<file path="config.mk">
export PLATFORM = sky130hd
export DESIGN_NAME = trig_level_detect
export DESIGN_NICKNAME = d
export VERILOG_FILES = /design/src/rtl/trig_pkg.sv /design/src/rtl/trig_hyst_lane.sv /design/src/rtl/trig_level_detect.sv
export SDC_FILE = /design/constraint.sdc
export NUM_CORES = 1
export LEC_CHECK = 0
export BUFFER_PORTS_ARGS = -buffer_cell sky130_fd_sc_hd__buf_2
export CAP_MARGIN = 10
export CORE_AREA = 3 3 93 113
export DETAILED_ROUTE_END_ITERATION = 6
export DIE_AREA = 0 0 96 116
export PLACE_DENSITY = 0.7
export SYNTH_ARGS = -nofsm -noshare
export SYNTH_HDL_FRONTEND = slang
export SYNTH_SLANG_ARGS = --single-unit
</file>
<file path="constraint.sdc">
create_clock -name rxclk -period 4.8 [get_ports rxclk]
set_input_delay 0.72 -clock rxclk [delete_from_list [all_inputs] [get_ports rxclk]]
set_output_delay 0.72 -clock rxclk [all_outputs]
set_load 0.005 [all_outputs]
</file>
<file path="src/rtl/trig_pkg.sv">
// Shared definitions for the level-trigger detector: default geometry,
// raw-state encoding and threshold saturation helpers.
package trig_pkg;

  localparam int unsigned TRIG_LANES = 4;
  localparam int unsigned TRIG_DW    = 8;

  localparam logic ST_BELOW = 1'b0;
  localparam logic ST_ABOVE = 1'b1;

  // Thresholds clamp at the sample range limits instead of wrapping.
  function automatic int unsigned sat_add(input int unsigned a, input int unsigned b,
                                          input int unsigned maxv);
    int unsigned s;
    s = a + b;
    return (s > maxv) ? maxv : s;
  endfunction

  function automatic int unsigned sat_sub(input int unsigned a, input int unsigned b);
    return (b > a) ? 0 : a - b;
  endfunction

endpackage

</file>
<file path="src/rtl/trig_hyst_lane.sv">
// Single-lane hysteresis comparator; chained across lanes so each sample
// sees the state left by the previous (older) sample.
module trig_hyst_lane
  import trig_pkg::*;
#(
  parameter int unsigned DW = TRIG_DW
) (
  input  logic          state_in,
  input  logic [DW-1:0] sample,
  input  logic [DW-1:0] upper,
  input  logic [DW-1:0] lower,
  output logic          state_out,
  output logic          crossed
);

  // Upper is tested first so that upper==lower lets a sample at level rise.
  always_comb begin
    state_out = state_in;
    if (state_in == ST_BELOW) begin
      if (sample >= upper) state_out = ST_ABOVE;
    end else begin
      if (sample <= lower) state_out = ST_BELOW;
    end
    crossed = (state_out != state_in);
  end

endmodule

</file>
<file path="src/rtl/trig_level_detect.sv">
// Multi-lane level trigger with hysteresis, sub-word glitch rejection and a
// consecutive-cycle noise filter feeding trig_ch and its edge events.
module trig_level_detect
  import trig_pkg::*;
#(
  parameter  int unsigned LANES = TRIG_LANES,
  parameter  int unsigned DW    = TRIG_DW,
  localparam int unsigned LW    = (LANES > 1) ? $clog2(LANES) : 1
) (
  input  logic                rxclk,
  input  logic                rst_n,
  input  logic                en,
  input  logic [LANES*DW-1:0] adc_data,
  input  logic                adc_valid,
  input  logic [DW-1:0]       level,
  input  logic [DW-1:0]       hyst,
  input  logic [7:0]          filt_len,
  input  logic                cfg_load,
  output logic                trig_ch,
  output logic                rise_evt,
  output logic                fall_evt,
  output logic [LW-1:0]       edge_lane
);

  localparam int unsigned SMAX = (1 << DW) - 1;

  logic [LANES*DW-1:0] data_q;
  logic                valid_q;
  logic [DW-1:0]       act_level;
  logic [DW-1:0]       act_hyst;
  logic [7:0]          act_filt;
  logic [DW-1:0]       upper;
  logic [DW-1:0]       lower;
  logic                raw_q;
  logic [LW-1:0]       pend_lane;
  logic [LANES:0]      st;
  logic [LANES-1:0]    crossed;
  logic [LW-1:0]       first_lane;
  logic                found;
  logic [7:0]          cnt;

  always_ff @(posedge rxclk or negedge rst_n) begin
    if (!rst_n) begin
      data_q  <= '0;
      valid_q <= 1'b0;
    end else begin
      data_q  <= adc_data;
      valid_q <= adc_valid;
    end
  end

  always_ff @(posedge rxclk or negedge rst_n) begin
    if (!rst_n) begin
      act_level <= {1'b1, {(DW-1){1'b0}}};
      act_hyst  <= '0;
      act_filt  <= '0;
    end else if (cfg_load) begin
      act_level <= level;
      act_hyst  <= hyst;
      act_filt  <= filt_len;
    end
  end

  always_comb begin
    upper = DW'(sat_add(32'(act_level), 32'(act_hyst), SMAX));
    lower = DW'(sat_sub(32'(act_level), 32'(act_hyst)));
  end

  assign st[0] = raw_q;

  for (genvar g = 0; g < LANES; g++) begin : g_lane
    trig_hyst_lane #(.DW(DW)) u_lane (
      .state_in  (st[g]),
      .sample    (data_q[g*DW +: DW]),
      .upper     (upper),
      .lower     (lower),
      .state_out (st[g+1]),
      .crossed   (crossed[g])
    );
  end

  always_comb begin
    first_lane = '0;
    found      = 1'b0;
    for (int unsigned i = 0; i < LANES; i++) begin
      if (crossed[i] && !found) begin
        first_lane = LW'(i);
        found      = 1'b1;
      end
    end
  end

  // A word that crosses and returns leaves st[LANES]==raw_q, so nothing latches.
  always_ff @(posedge rxclk or negedge rst_n) begin
    if (!rst_n) begin
      raw_q     <= ST_BELOW;
      pend_lane <= '0;
    end else if (!en) begin
      raw_q <= ST_BELOW;
    end else if (valid_q && (st[LANES] != raw_q)) begin
      raw_q     <= st[LANES];
      pend_lane <= first_lane;
    end
  end

  always_ff @(posedge rxclk or negedge rst_n) begin
    if (!rst_n) begin
      trig_ch   <= 1'b0;
      rise_evt  <= 1'b0;
      fall_evt  <= 1'b0;
      edge_lane <= '0;
      cnt       <= '0;
    end else if (!en) begin
      trig_ch  <= 1'b0;
      rise_evt <= 1'b0;
      fall_evt <= 1'b0;
      cnt      <= '0;
    end else begin
      rise_evt <= 1'b0;
      fall_evt <= 1'b0;
      if (cfg_load || (raw_q == trig_ch)) begin
        cnt <= '0;
      end else if (cnt == act_filt) begin
        trig_ch   <= raw_q;
        rise_evt  <= raw_q;
        fall_evt  <= ~raw_q;
        edge_lane <= pend_lane;
        cnt       <= '0;
      end else begin
        cnt <= cnt + 8'd1;
      end
    end
  end

endmodule
</file>
# Yosys cells after proc, flatten, opt, wreduce, memory -nomap -nowiden
# Cells that the tools add are included.
word_totals:
  register_bits: 73
  input_bits: 61
  output_inout_bits: 5
  word_cells: 82
op_classes:
  n_addsub: 3
  order_cmp: 10
  eq_ne: 10
  mux: 34
  bitwise: 2
  n_reduce_logical: 11
op_table:
  columns: ["op", "n"]
  rows:
  - ["8-bit 2-to-1 mux", 5]
  - ["8-bit greater-or-equal comparator", 4]
  - ["8-bit <= comparator", 4]
  - ["1-bit 2-to-1 mux", 27]
  - ["8-bit by 8-bit adder with 9-bit output", 1]
  - ["9-bit by 8-bit greater-than comparator with 1-bit output (second input constant)", 1]
  - ["8-bit by 1-bit adder with 8-bit output (second input constant)", 1]
  - ["8-bit == test", 1]
  - ["8-bit greater-than comparator", 1]
  - ["8-bit subtractor", 1]
  - ["1-bit != test", 5]
  - ["1-bit logical AND", 4]
  - ["2-bit 2-to-1 mux", 2]
  - ["2-bit by 1-bit != test with 1-bit output (second input constant)", 2]
  - ["2-bit AND reduction", 2]
  - ["1-bit logical NOT", 3]
  - ["3-bit AND reduction", 1]
  - ["2-bit != test (second input constant)", 1]
  - ["1-bit NOT", 2]
  - ["1-bit == test", 1]
  - ["1-bit logical OR", 1]

# Logic depth before layout (Yosys ltp)
# Gate-level depths: netlist (run 1).
depth:
  word_depth: 17
  depth_mapped: 23
  mapped_depth_nobuf: 22

# By module
# Synthesis (run 1) repeated with hierarchy kept, for this count alone.
hier_totals:
  hier_cells: 502
  hier_area_um2: 5006.1
modules_own_cells:
  columns: ["module", "n_inst", "cells_each", "area_each_um2", "seq_area_each_um2"]
  rows:
  - ["trig_level_detect", 1, 282, 3314.4, 1828.0]
  - ["trig_hyst_lane", 4, 55, 422.9, 0.0]

# Worst setup path before layout (run 1)
# No wires, ideal clock.
synth_timing:
  kind: "register -> register"
  startpoint: "reg act_level[2]"
  endpoint: "reg pend_lane[0]"
  setup_ns: 0.128
  arrival_ns: 4.158
  t_required_ns: 4.672
  setup_slack_ns: 0.514
  stages_incl_launch_ff: 18
  n_path_buf: 1
  period_less_slack_ns: 4.286
  path_cell_list: "dfrtp_1 > ha_1 > buf_2 > nand2b_1 > a2111oi_4 > nor3_1 > xor2_1 > nor2_1 > ha_1 > a21o_1 > a2111oi_0 > o21ai_0 > nand3_1 > or2_4 > o211ai_2 > o211a_1 > a211oi_2 > mux2_1"
synth_via:
  elab_chain_len: 17
  word_cells_on_any_way: 45
  cone_classes: "add/sub: 2; order compare: 10; eq/ne: 5; mux: 20; reduce/logical: 8"
synth_lines:
  columns: ["element", "line_no", "text"]
  rows:
  - ["start: declaration", "trig_level_detect.sv:29", "logic [DW-1:0] act_level;"]
  - ["start signal: assignment", "trig_level_detect.sv:54", "act_level <= {1'b1, {(DW-1){1'b0}}};"]
  - ["start signal: assignment", "trig_level_detect.sv:58", "act_level <= level;"]
  - ["8-bit by 8-bit adder with 9-bit output", "trig_pkg.sv:15", "s = a + b;"]
  - ["9-bit by 8-bit greater-than comparator with 1-bit output", "trig_pkg.sv:16", "return (s > maxv) ? maxv : s;"]
  - ["8-bit 2-to-1 mux", "trig_pkg.sv:16", null]
  - ["8-bit greater-or-equal comparator", "trig_hyst_lane.sv:20", "if (sample >= upper) state_out = ST_ABOVE;"]
  - ["1-bit 2-to-1 mux", "trig_hyst_lane.sv:20", null]
  - ["1-bit 2-to-1 mux", "trig_hyst_lane.sv:19", "if (state_in == ST_BELOW) begin"]
  - ["1-bit != test", "trig_hyst_lane.sv:24", "crossed = (state_out != state_in);"]
  - ["1-bit 2-to-1 mux", "trig_level_detect.sv:86", "if (crossed[i] && !found) begin"]
  - ["1-bit logical NOT", "trig_level_detect.sv:86", null]
  - ["1-bit logical AND", "trig_level_detect.sv:86", null]
  - ["1-bit 2-to-1 mux", "trig_level_detect.sv:86", null]
  - ["1-bit logical NOT", "trig_level_detect.sv:86", null]
  - ["1-bit logical AND", "trig_level_detect.sv:86", null]
  - ["1-bit 2-to-1 mux", "trig_level_detect.sv:86", null]
  - ["1-bit logical NOT", "trig_level_detect.sv:86", null]
  - ["1-bit logical AND", "trig_level_detect.sv:86", null]
  - ["2-bit 2-to-1 mux", "trig_level_detect.sv:86", null]
  - ["end signal: assignment", "trig_level_detect.sv:102", "pend_lane <= first_lane;"]
  - ["end: declaration", "trig_level_detect.sv:35", "logic [LW-1:0] pend_lane;"]
# Parallel ways exist; a longest one is shown, timed or not.
# A chain may end at the register's enable or synchronous reset.

# Worst setup path after layout (run 1)
layout_timing:
  startpoint: "reg act_level[5]"
  endpoint: "reg pend_lane[0]"
# Same word-level chain as after synthesis.

==> results of run 1 <==
power by group through the flow:
stage / registers (mW) / logic, mW / clock network, mW
5_1_grt: 0.707 / 1.15 / 0.769
4_1_cts: 0.701 / 0.967 / 0.740
3_3_place_gp: 0.710 / 0.931 / 0
2_1_floorplan: 0.695 / 0.672 / 0
6_report: 0.700 / 1.03 / 0.726
3_5_place_dp: 0.712 / 0.959 / 0
cell usage in the layout (no fill, tap or decap), types with 5 or more instances in the layout:
master,synthesis,final
nand2b_1,11,11
clkbuf_16,0,9
xor2_1,20,20
nor2_1,27,25
o21ai_0,26,23
o21a_1,5,5
buf_4,0,20
inv_1,25,25
o21ai_1,2,5
ha_1,73,72
dfrtp_1,72,72
a21o_1,11,11
nand2_1,28,26
xnor2_1,5,5
buf_2,1,64
nor2b_1,10,10
a21oi_1,27,25
mux2_2,17,17
and3_1,6,6
nand3_1,21,21
metal layers:
layer	share of wire [%]	vias up	GRT usage, %
met3	4.3	20	4.026
met2	50	92	36.90
met1	43	1763	25.67
met4	2.5	0	8.634
li1	-	1845	-
met5	0	-	0
layout make-up:
| class | instances | area share (%) |
|---|---|---|
| inverter | 26 | 1.700 |
| sequential | 73 | 31.84 |
| tap | 123 | 2.681 |
| multi-input combinational | 356 | 49.89 |
| clock inverter | 7 | 1.765 |
| timing repair buffer | 84 | 8.195 |
| clock buffer | 9 | 3.923 |
path summary, 6_finish.rpt:
check,startpoint,endpoint,slack (ns)
worst max-delay path,act_level[5],pend_lane[0],0.20
worst min-delay path,edge_lane[1],edge_lane[1],0.47
worst max register to register,act_level[5],pend_lane[0],0.20
worst min register to register,edge_lane[1],edge_lane[1],0.47
max in group asynchronous,rst_n,valid_q,3.71
min in group asynchronous,rst_n,data_q[17],0.51
registers in the layout (all words and copies together), names as in the netlist:
name and count:
trig_ch 1, cnt 8, fall_evt 1, edge_lane 2, act_filt 8, pend_lane 2
raw_q 1, rise_evt 1, act_level 8, data_q 32, valid_q 1, act_hyst 8
kinds of logic (layout without fill, tap and decap cells):
logic type,Yosys count,in the layout,synth area share (%)
AOI/OAI and AO/OA,109,109,15.92
buffers and inverters,33,126,2.635
xor gates and xnor gates,25,25,4.611
and+or+nand+nor,126,126,13.36
DFF,73,73,38.50
muxes,19,19,4.479
adders and majority gates,77,77,20.50
stage by stage:
| step | area [sq um] | power [mW] | setup WS [ns] | std cells | utilization (%) |
|---|---|---|---|---|---|
| finish | 5741 | 2.454 | 0.1999 | 678 | 60.33 |
| global route | 5741 | 2.624 | -0.01293 | 678 | 60.33 |
| CTS | 5628 | 2.408 | 0.005457 | 672 | 59.15 |
| detailed placement | 5300 | 1.671 | -0.06929 | 656 | 55.70 |
| global placement | 5300 | 1.642 | 0.06886 | 656 | 55.70 |
| floorplan | 4748 | 1.367 | 0.5142 | 462 | - |
worst min-delay path: cells and delay by family, from the launching register on:
family / cells / cell delay (ns)
flip-flops: 1 / 0.34
AO/OA/AOI/OAI: 1 / 0.06
AND/OR/NAND/NOR: 1 / 0.05
repair_timing:
action | 4_1_cts | 5_1_grt
pin swaps | 0 | 12
endpoints found under the setup margin | 1 | 3
hold endpoints to repair | 0 | 0
gates resized for setup | 1 | 18
gates cloned | 0 | 0
buffers inserted | 0 | 6
==> flow_summary.ini, run 1 <==
[floorplanning]
die_area_sq_um = 11140
die_y_um = 116
rows = 39
core-area_sq_um = 9515
io_pins = 66
initial_core_util_pct = 49.90
die_w_um = 96

[yosys]
synth_nets = 598
netlist_area_sq_um = 4748
synth_top_cells_by_count = ha_1, dfrtp_1, nand2_1, a21oi_1, nor2_1
postSynthCellCount = 462
syn_avg_cell_area_sq_um = 10.28
yosys-top-cells-area = dfrtp_1, ha_1, mux2_2
synth-edff-count = 0
ys_warn_count = 0
ys_types = 60
seq_area_frac_synth_pct = 38.50
yosysMostFrequentCell = ha_1
synth-async-reset-ratio_pct = 100.0
yosys.area.top_type = dfrtp_1
dominantRegCellSynth = dfrtp_1
synth_seq_cells = 73
synth_top_cell_area_share_pct = 37.94

[critical_path]
end_kind = register
max_stage_delay_ns = 0.50
critical_path.cell_chain = ha_2 -> nor2b_1 -> or4_4 -> o21ai_1 -> nand2_1 -> ha_1 -> nand2b_1 -> maj3_1 -> maj3_1 -> a311oi_2 -> o21bai_1 -> o21ai_0 -> or4_1 -> a31oi_1 -> mux2_1
reg2reg_depth = 15
critPathArrivalTime_ns = 4.87
critPathLaunchType = register
crit_fanout = 7
worst-path-stages = 15
slowest_stage = or4_1
crit_family = adder cells
path_buf_inv = 0
crit_type = register to register
cp.required_ns = 5.07
crit_path_frequent_cell = maj3_1

[place]
portBuffers = 65
place.gp.congestion = 0.9604
dp_hpwl_um = 8744

[drt]
wirelength_um = 11000
vias = 3720
vias_per_cell = 5.487
drtPass1Iterations = 4
drtAntennaViolNets = 0
drt_iter0_drc = 161
avgRoutedWirePerCell_um = 16.22
drc_errors = 0

[timing]
hold_viol = 0
min_period_ns = 4.600
relSlewSlack_pct = 40.45
final.setup.tns_ns = 0
period_share_pct = 95.84
whs_ns = 0.4743
timing.fmax_mhz = 217.4
drv_slew = 0
tightest_slew_ns = 0.8932
setup_violations = 0
fin_worst_skew_ns = 0.003408

[power]
p_leak_nw = 2.787
power.internal_mw = 1.573
ir_worst_vdd_mv = 0.2382
clock_power_share_pct = 29.6
p_comb_share_pct = 41.9
p_sw_mw = 0.8817
pwr-share-seq_pct = 28.5
switching_share_pct = 35.92
powerDensity_nw_per_um2 = 427.6

[final_layout]
syn2layout_area_growth_pct = 20.90
drive_gt1_share_pct = 25.59
multi_input_area_sq_um = 2864
layout.nets = 686
diodes = 0
fillers = 811
regArea_sq_um = 1828

[flow_run]
drv_cap = 0

[global_route]
antenna_found_initial = 0
globalRouteOverflowTotal = 0
grt_pass1_vias = 3858
grt_pass1_wl_um = 18050
grt_max_degree = 74
grt_usage_pct = 21.28

[clock_tree]
cts_buffers = 9
clock-sinks = 73
clock_latency_ns = 0.33
cts_max_level = 3
cts_buffer_depth = 2
clk_pin_slew_ns = 0.06
cts_tree = built
ctsHoldBuffers = 0
root_buffer = clkbuf_16

[status]
status = completed

[min_path]
hold_path_depth = 2
min_path_type = register to register
No activity file was read; power rests on OpenSTA's default activity.
==> run 2: changes to the inputs <==
--- a/config.mk
+++ b/config.mk
@@ -7,10 +7,10 @@
 export LEC_CHECK = 0
 export BUFFER_PORTS_ARGS = -buffer_cell sky130_fd_sc_hd__buf_2
 export CAP_MARGIN = 10
-export CORE_AREA = 3 3 93 113
+export CORE_AREA = 3 3 102 104
 export DETAILED_ROUTE_END_ITERATION = 6
-export DIE_AREA = 0 0 96 116
-export PLACE_DENSITY = 0.7
+export DIE_AREA = 0 0 105 107
+export PLACE_DENSITY_LB_ADDON = 0.1
 export SYNTH_ARGS = -nofsm -noshare
 export SYNTH_HDL_FRONTEND = slang
 export SYNTH_SLANG_ARGS = --single-unit
==> run 2 against run 1 <==
Effect of this change:
- wire length fell by 0.35%
- count of clock-buffer cells in the layout up 2
- largest cell class unchanged
- global-route usage decreased by 0.70 points
- first-iteration DRC count is 57% lower
- core utilization is 2.5 points lower
- critical path type unchanged
- via count is 0.75% lower
==> flow_summary.ini, run 2 (same netlist as run 1, synthesis figures left out) <==
[drt]
m1WireLength_um = 4888
wl_met2_um = 5313
avgRoutedWirePerCell_um = 16.09
wirelength_um = 10960
routed-wl-met3_um = 552
drc_errors = 0
vias = 3692
drtAntennaViolNets = 0
drt_iter0_drc = 70
highest_layer = met4
drtPass1Iterations = 4
vias_per_cell = 5.421

[global_route]
antenna_found_initial = 0
grt_max_degree = 74
grt_pass1_wl_um = 18130
globalRouteOverflowTotal = 0
grt_pass1_vias = 3780
grt_usage_pct = 20.58

[timing]
hold_viol = 0
rsz0062_at_grt = no
fin_worst_skew_ns = 0.009146
min_period_ns = 4.538
tightest_slew_ns = 0.8760
timing.fmax_mhz = 220.4
setup_ws_ns = 0.2621
period_share_pct = 94.54
setup_violations = 0
drv_slew = 0
relSlewSlack_pct = 41.60

[final_layout]
top_register = data_q
drive_gt1_share_pct = 24.45
diodes = 0
syn2layout_area_growth_pct = 17.42
final_cells = 681
layout_commonest_cell = ha_1
layout.nets = 679
final_cell_mix = ha_1, dfrtp_1, buf_2
fin_util_pct = 57.84
fillers = 926
regArea_sq_um = 1829
largest_reg_flops = 32
multi_input_area_sq_um = 2868

[place]
dp_hpwl_um = 8677
portBuffers = 65
dp_slack_ns = -0.01492
placed_cells = 664
place.gp.congestion = 0.8603

[floorplanning]
io_pins = 66
rows = 36
initial_core_util_pct = 49.26
core-area_sq_um = 9639
die_area_sq_um = 11240
die_y_um = 107
die_w_um = 105

[critical_path]
max_stage_delay_ns = 0.40
r2r_end = pend_lane[0]
critPathArrivalTime_ns = 4.78
rrSetupSlack_ns = 0.26
critical_path.cell_chain = inv_1 -> ha_1 -> inv_1 -> fa_1 -> a21oi_1 -> o21bai_1 -> a21o_1 -> a21oi_2 -> nor2b_1 -> o21ai_1 -> nand2b_1 -> nand2_1 -> buf_4 -> ha_1 -> nor2b_1 -> o21a_1 -> o21a_1 -> o21ai_0 -> a21oi_1 -> a211o_1 -> a221oi_2 -> a211oi_2 -> mux2_1
cp.required_ns = 5.04
end_kind = register
crit_fanout = 5
crit_type = register to register
slowest_stage = fa_1
timing.rr.start = act_level[0]
critPathLaunchType = register
reg2reg_depth = 23

[clock_tree]
cts_buffers = 9
ctsHoldBuffers = 0
cts_max_level = 3
root_buffer = clkbuf_8
cts_tree = built
clock_latency_ns = 0.37
clk_pin_slew_ns = 0.08
clock-sinks = 73
cts_buffer_depth = 2

[status]
status = completed

[min_path]
whs_endpoint = valid_q
min_path_type = input pin to register
hold_path_depth = 1
hold_path.startpoint = adc_valid

[power]
p_leak_nw = 2.700
ir_worst_vdd_mv = 0.3128
powerDensity_nw_per_um2 = 392.1

[flow_run]
drv_cap = 0
-- run 2: worst max path at each step --
stage / from / end / slack, ns / cells after the start
3_3_place_gp: act_hyst[1] / pend_lane[0] / 0.11 / 21
5_1_grt: act_level[0] / pend_lane[0] / 0.04 / 23
2_1_floorplan: act_level[2] / pend_lane[0] / 0.51 / 17
4_1_cts: act_hyst[1] / pend_lane[0] / 0.12 / 21
3_5_place_dp: act_hyst[1] / pend_lane[0] / -0.01 / 21
6_report: act_level[0] / pend_lane[0] / 0.26 / 23
-- run 2: metal layers --
metal | global-route usage (%) | vias up
met1 | 25.13 | 1772
met2 | 34.56 | 73
li1 | - | 1828
met5 | 0 | -
met4 | 5.248 | 0
met3 | 7.586 | 19
-- run 2: critical path, delay by kind of cell, from the launching register on --
family	cells	cell delay [ns]
flip-flops	1	0.38
AND/OR/NAND/NOR	4	0.48
multiplexers	1	0.32
AO/OA/AOI/OAI	12	2.15
adder cells (fa/ha/maj)	3	0.80
buffers and inverters	3	0.26
-- run 2: metrics by stage --
stage	TNS (ns)	cell area [sq um]	power [mW]	hold slack [ns]
after global routing	0	5575	2.358	0.4306
after detailed placement	-0.01492	5298	1.656	0.4858
final	0	5575	2.186	0.4531
after CTS	0	5495	2.150	0.4389
after floorplan	0	4748	1.367	0.4244
after global placement	0	5298	1.624	0.4671
-- run 2: report_power, final --
part	internal (mW)	switching, mW
clock	0.252	0.230
combinational	0.435	0.566
sequential	0.661	0.0414
-- run 2: area by class of cell --
cell class                 instances  area share, %
multi-input combinational        356          51.44
sequential                        73          32.81
timing repair buffer              77          7.496
tap                              133          2.985
clock buffer                      11          2.536
inverter                          26          1.750
clock inverter                     5         0.9874
-- run 2: repair_timing --
item | 4_1_cts | 5_1_grt
pin swaps | 0 | 5
setup buffers | 0 | 1
endpoints found under the hold margin | 0 | 0
gates resized for setup | 1 | 16
endpoints found under the setup margin | 1 | 3
cloned | 0 | 0
==> run 3: changes to the inputs <==
--- a/config.mk
+++ b/config.mk
@@ -11,6 +11,7 @@
 export DETAILED_ROUTE_END_ITERATION = 6
 export DIE_AREA = 0 0 105 107
 export PLACE_DENSITY_LB_ADDON = 0.1
+export SETUP_SLACK_MARGIN = 0.3
 export SYNTH_ARGS = -nofsm -noshare
 export SYNTH_HDL_FRONTEND = slang
 export SYNTH_SLANG_ARGS = --single-unit
==> run 3 against run 2 <==
Effect of this change:
- core utilization increased by 2.4 points
- flip-flop and latch count stayed put
- power rose by 6.4%
- clock power about the same
- global-route usage barely moved
- maximum frequency grew 5.2%
- setup slack improved by 0.23 ns
- via count is 1.7% higher
- register-to-register slack better by 0.23 ns
- critical endpoint unchanged
- largest cell class unchanged
- highest routed layer unchanged
==> flow_summary.ini, run 3 (same netlist as run 1, synthesis figures left out) <==
[status]
status = completed

[place]
dp_hpwl_um = 8677
placed_cells = 664
portBuffers = 65
place.gp.congestion = 0.8603

[critical_path]
max_stage_delay_ns = 0.39
crit_fanout = 5
critPathLaunchType = register
critPathArrivalTime_ns = 4.56
cp.required_ns = 5.05
slowest_stage = dfrtp_1
end_kind = register
crit_type = register to register
critical_path.cell_chain = inv_2 -> ha_2 -> inv_1 -> fa_2 -> a21oi_1 -> o21bai_1 -> a21o_1 -> a21oi_2 -> nor2b_1 -> o21ai_1 -> nand2b_1 -> nand2_2 -> buf_4 -> ha_1 -> nor2b_1 -> o21a_1 -> o21a_1 -> o21ai_0 -> a31oi_1 -> o211ai_4 -> nand2_2 -> a211oi_4 -> mux2_4

[drt]
drtAntennaViolNets = 0
drt_iter0_drc = 96
wirelength_um = 11210
drtPass1Iterations = 4
avgRoutedWirePerCell_um = 16.24
vias = 3753
vias_per_cell = 5.439
drc_errors = 0

[power]
ir_worst_vdd_mv = 0.3186
powerDensity_nw_per_um2 = 400.5
total_power_mw = 2.325
p_leak_nw = 2.756

[final_layout]
final_cell_mix = dfrtp_1, ha_1, buf_2
syn2layout_area_growth_pct = 22.24
top_register = data_q
layout.nets = 688
fillers = 899
drive_gt1_share_pct = 30.52
layout_commonest_cell = dfrtp_1
diodes = 0
final_cells = 690
largest_reg_flops = 32

[timing]
tightest_slew_ns = 0.8826
setup_violations = 0
rsz0062_at_grt = no
final.setup.tns_ns = 0
hold_viol = 0
min_period_ns = 4.313
period_share_pct = 89.85
drv_slew = 0
timing.fmax_mhz = 231.9
relSlewSlack_pct = 41.16
whs_ns = 0.4504
fin_worst_skew_ns = 0.01012

[clock_tree]
cts_buffer_depth = 2
clk_pin_slew_ns = 0.08
cts_tree = built
clock_latency_ns = 0.37
cts_buffers = 9
clock-sinks = 73
ctsHoldBuffers = 0
cts_max_level = 3
root_buffer = clkbuf_8

[flow_run]
drv_cap = 0

[global_route]
grt_use_met1_pct = 25.78
use_met2_pct = 34.65
grt_pass1_wl_um = 18170
grtUsageMet3_pct = 6.863
grt_pass1_vias = 3754
grt.busiest_layer = met2
globalRouteOverflowTotal = 0
antenna_found_initial = 0
grt_usage_pct = 20.61
grt_max_degree = 74

[floorplanning]
die_w_um = 105
io_pins = 66
initial_core_util_pct = 49.26
core-area_sq_um = 9639
die_area_sq_um = 11240
die_y_um = 107
rows = 36

[min_path]
min_path_type = input pin to register
run 3: area by class of cell:
cell class	instances	area, sq um	share of cell area, %
clock inverters	5	55.05	0.9485
well taps	133	166.4	2.867
flip-flops and latches	73	1829	31.52
inverters	26	97.59	1.681
repair buffers	86	489.2	8.429
multi-input cells	356	3025	52.12
clock buffers	11	141.4	2.436
run 3: repair_timing:
item,CTS,global route
pin swaps,5,22
gates cloned,0,0
resized for setup,9,46
buffers inserted,3,7
setup endpoints to repair,3,3
run 3: path summary, 6_finish.rpt:
kind                                end  slack (ns)  cells past startpoint    startpoint
min reg2reg                edge_lane[1]        0.49                      2  edge_lane[1]
max in group asynchronous  act_level[1]        3.71                      1         rst_n
max reg2reg                pend_lane[0]        0.49                     23  act_level[0]
min                             valid_q        0.45                      1     adc_valid
min in group asynchronous     data_q[9]        0.48                      1         rst_n
max                        pend_lane[0]        0.49                     23  act_level[0]
run 3: routing by layer:
layer | vias to the layer above | wire length [um]
met5 | - | 0
met4 | 0 | 256
met3 | 21 | 547
met2 | 74 | 5454
met1 | 1812 | 4948
li1 | 1846 | -
run 3: worst max-delay path: cells and delay by family, from the launching register on:
kind / cells / cell delay (ns)
mux: 1 / 0.32
simple gates: 5 / 0.64
buf+inv: 3 / 0.25
fa+ha+maj: 3 / 0.74
flops: 1 / 0.39
compound gates: 11 / 1.84
run 3: power by group:
group	switching, mW	total, mW	internal [mW]	leakage (nW)
clock	0.232	0.484	0.252	0.0953
combinational	0.620	1.14	0.518	1.77
sequential	0.0420	0.703	0.661	0.887
total	0.894	2.32	1.43	2.76
run 3: metrics by stage:
stage,area [sq um],worst slack [ns],util (%)
2_1_floorplan,4748,0.5142,-
3_3_place_gp,5298,0.1146,54.96
3_5_place_dp,5298,-0.01492,54.96
4_1_cts,5548,0.3210,57.55
5_1_grt,5804,0.2555,60.22
6_report,5804,0.4873,60.22
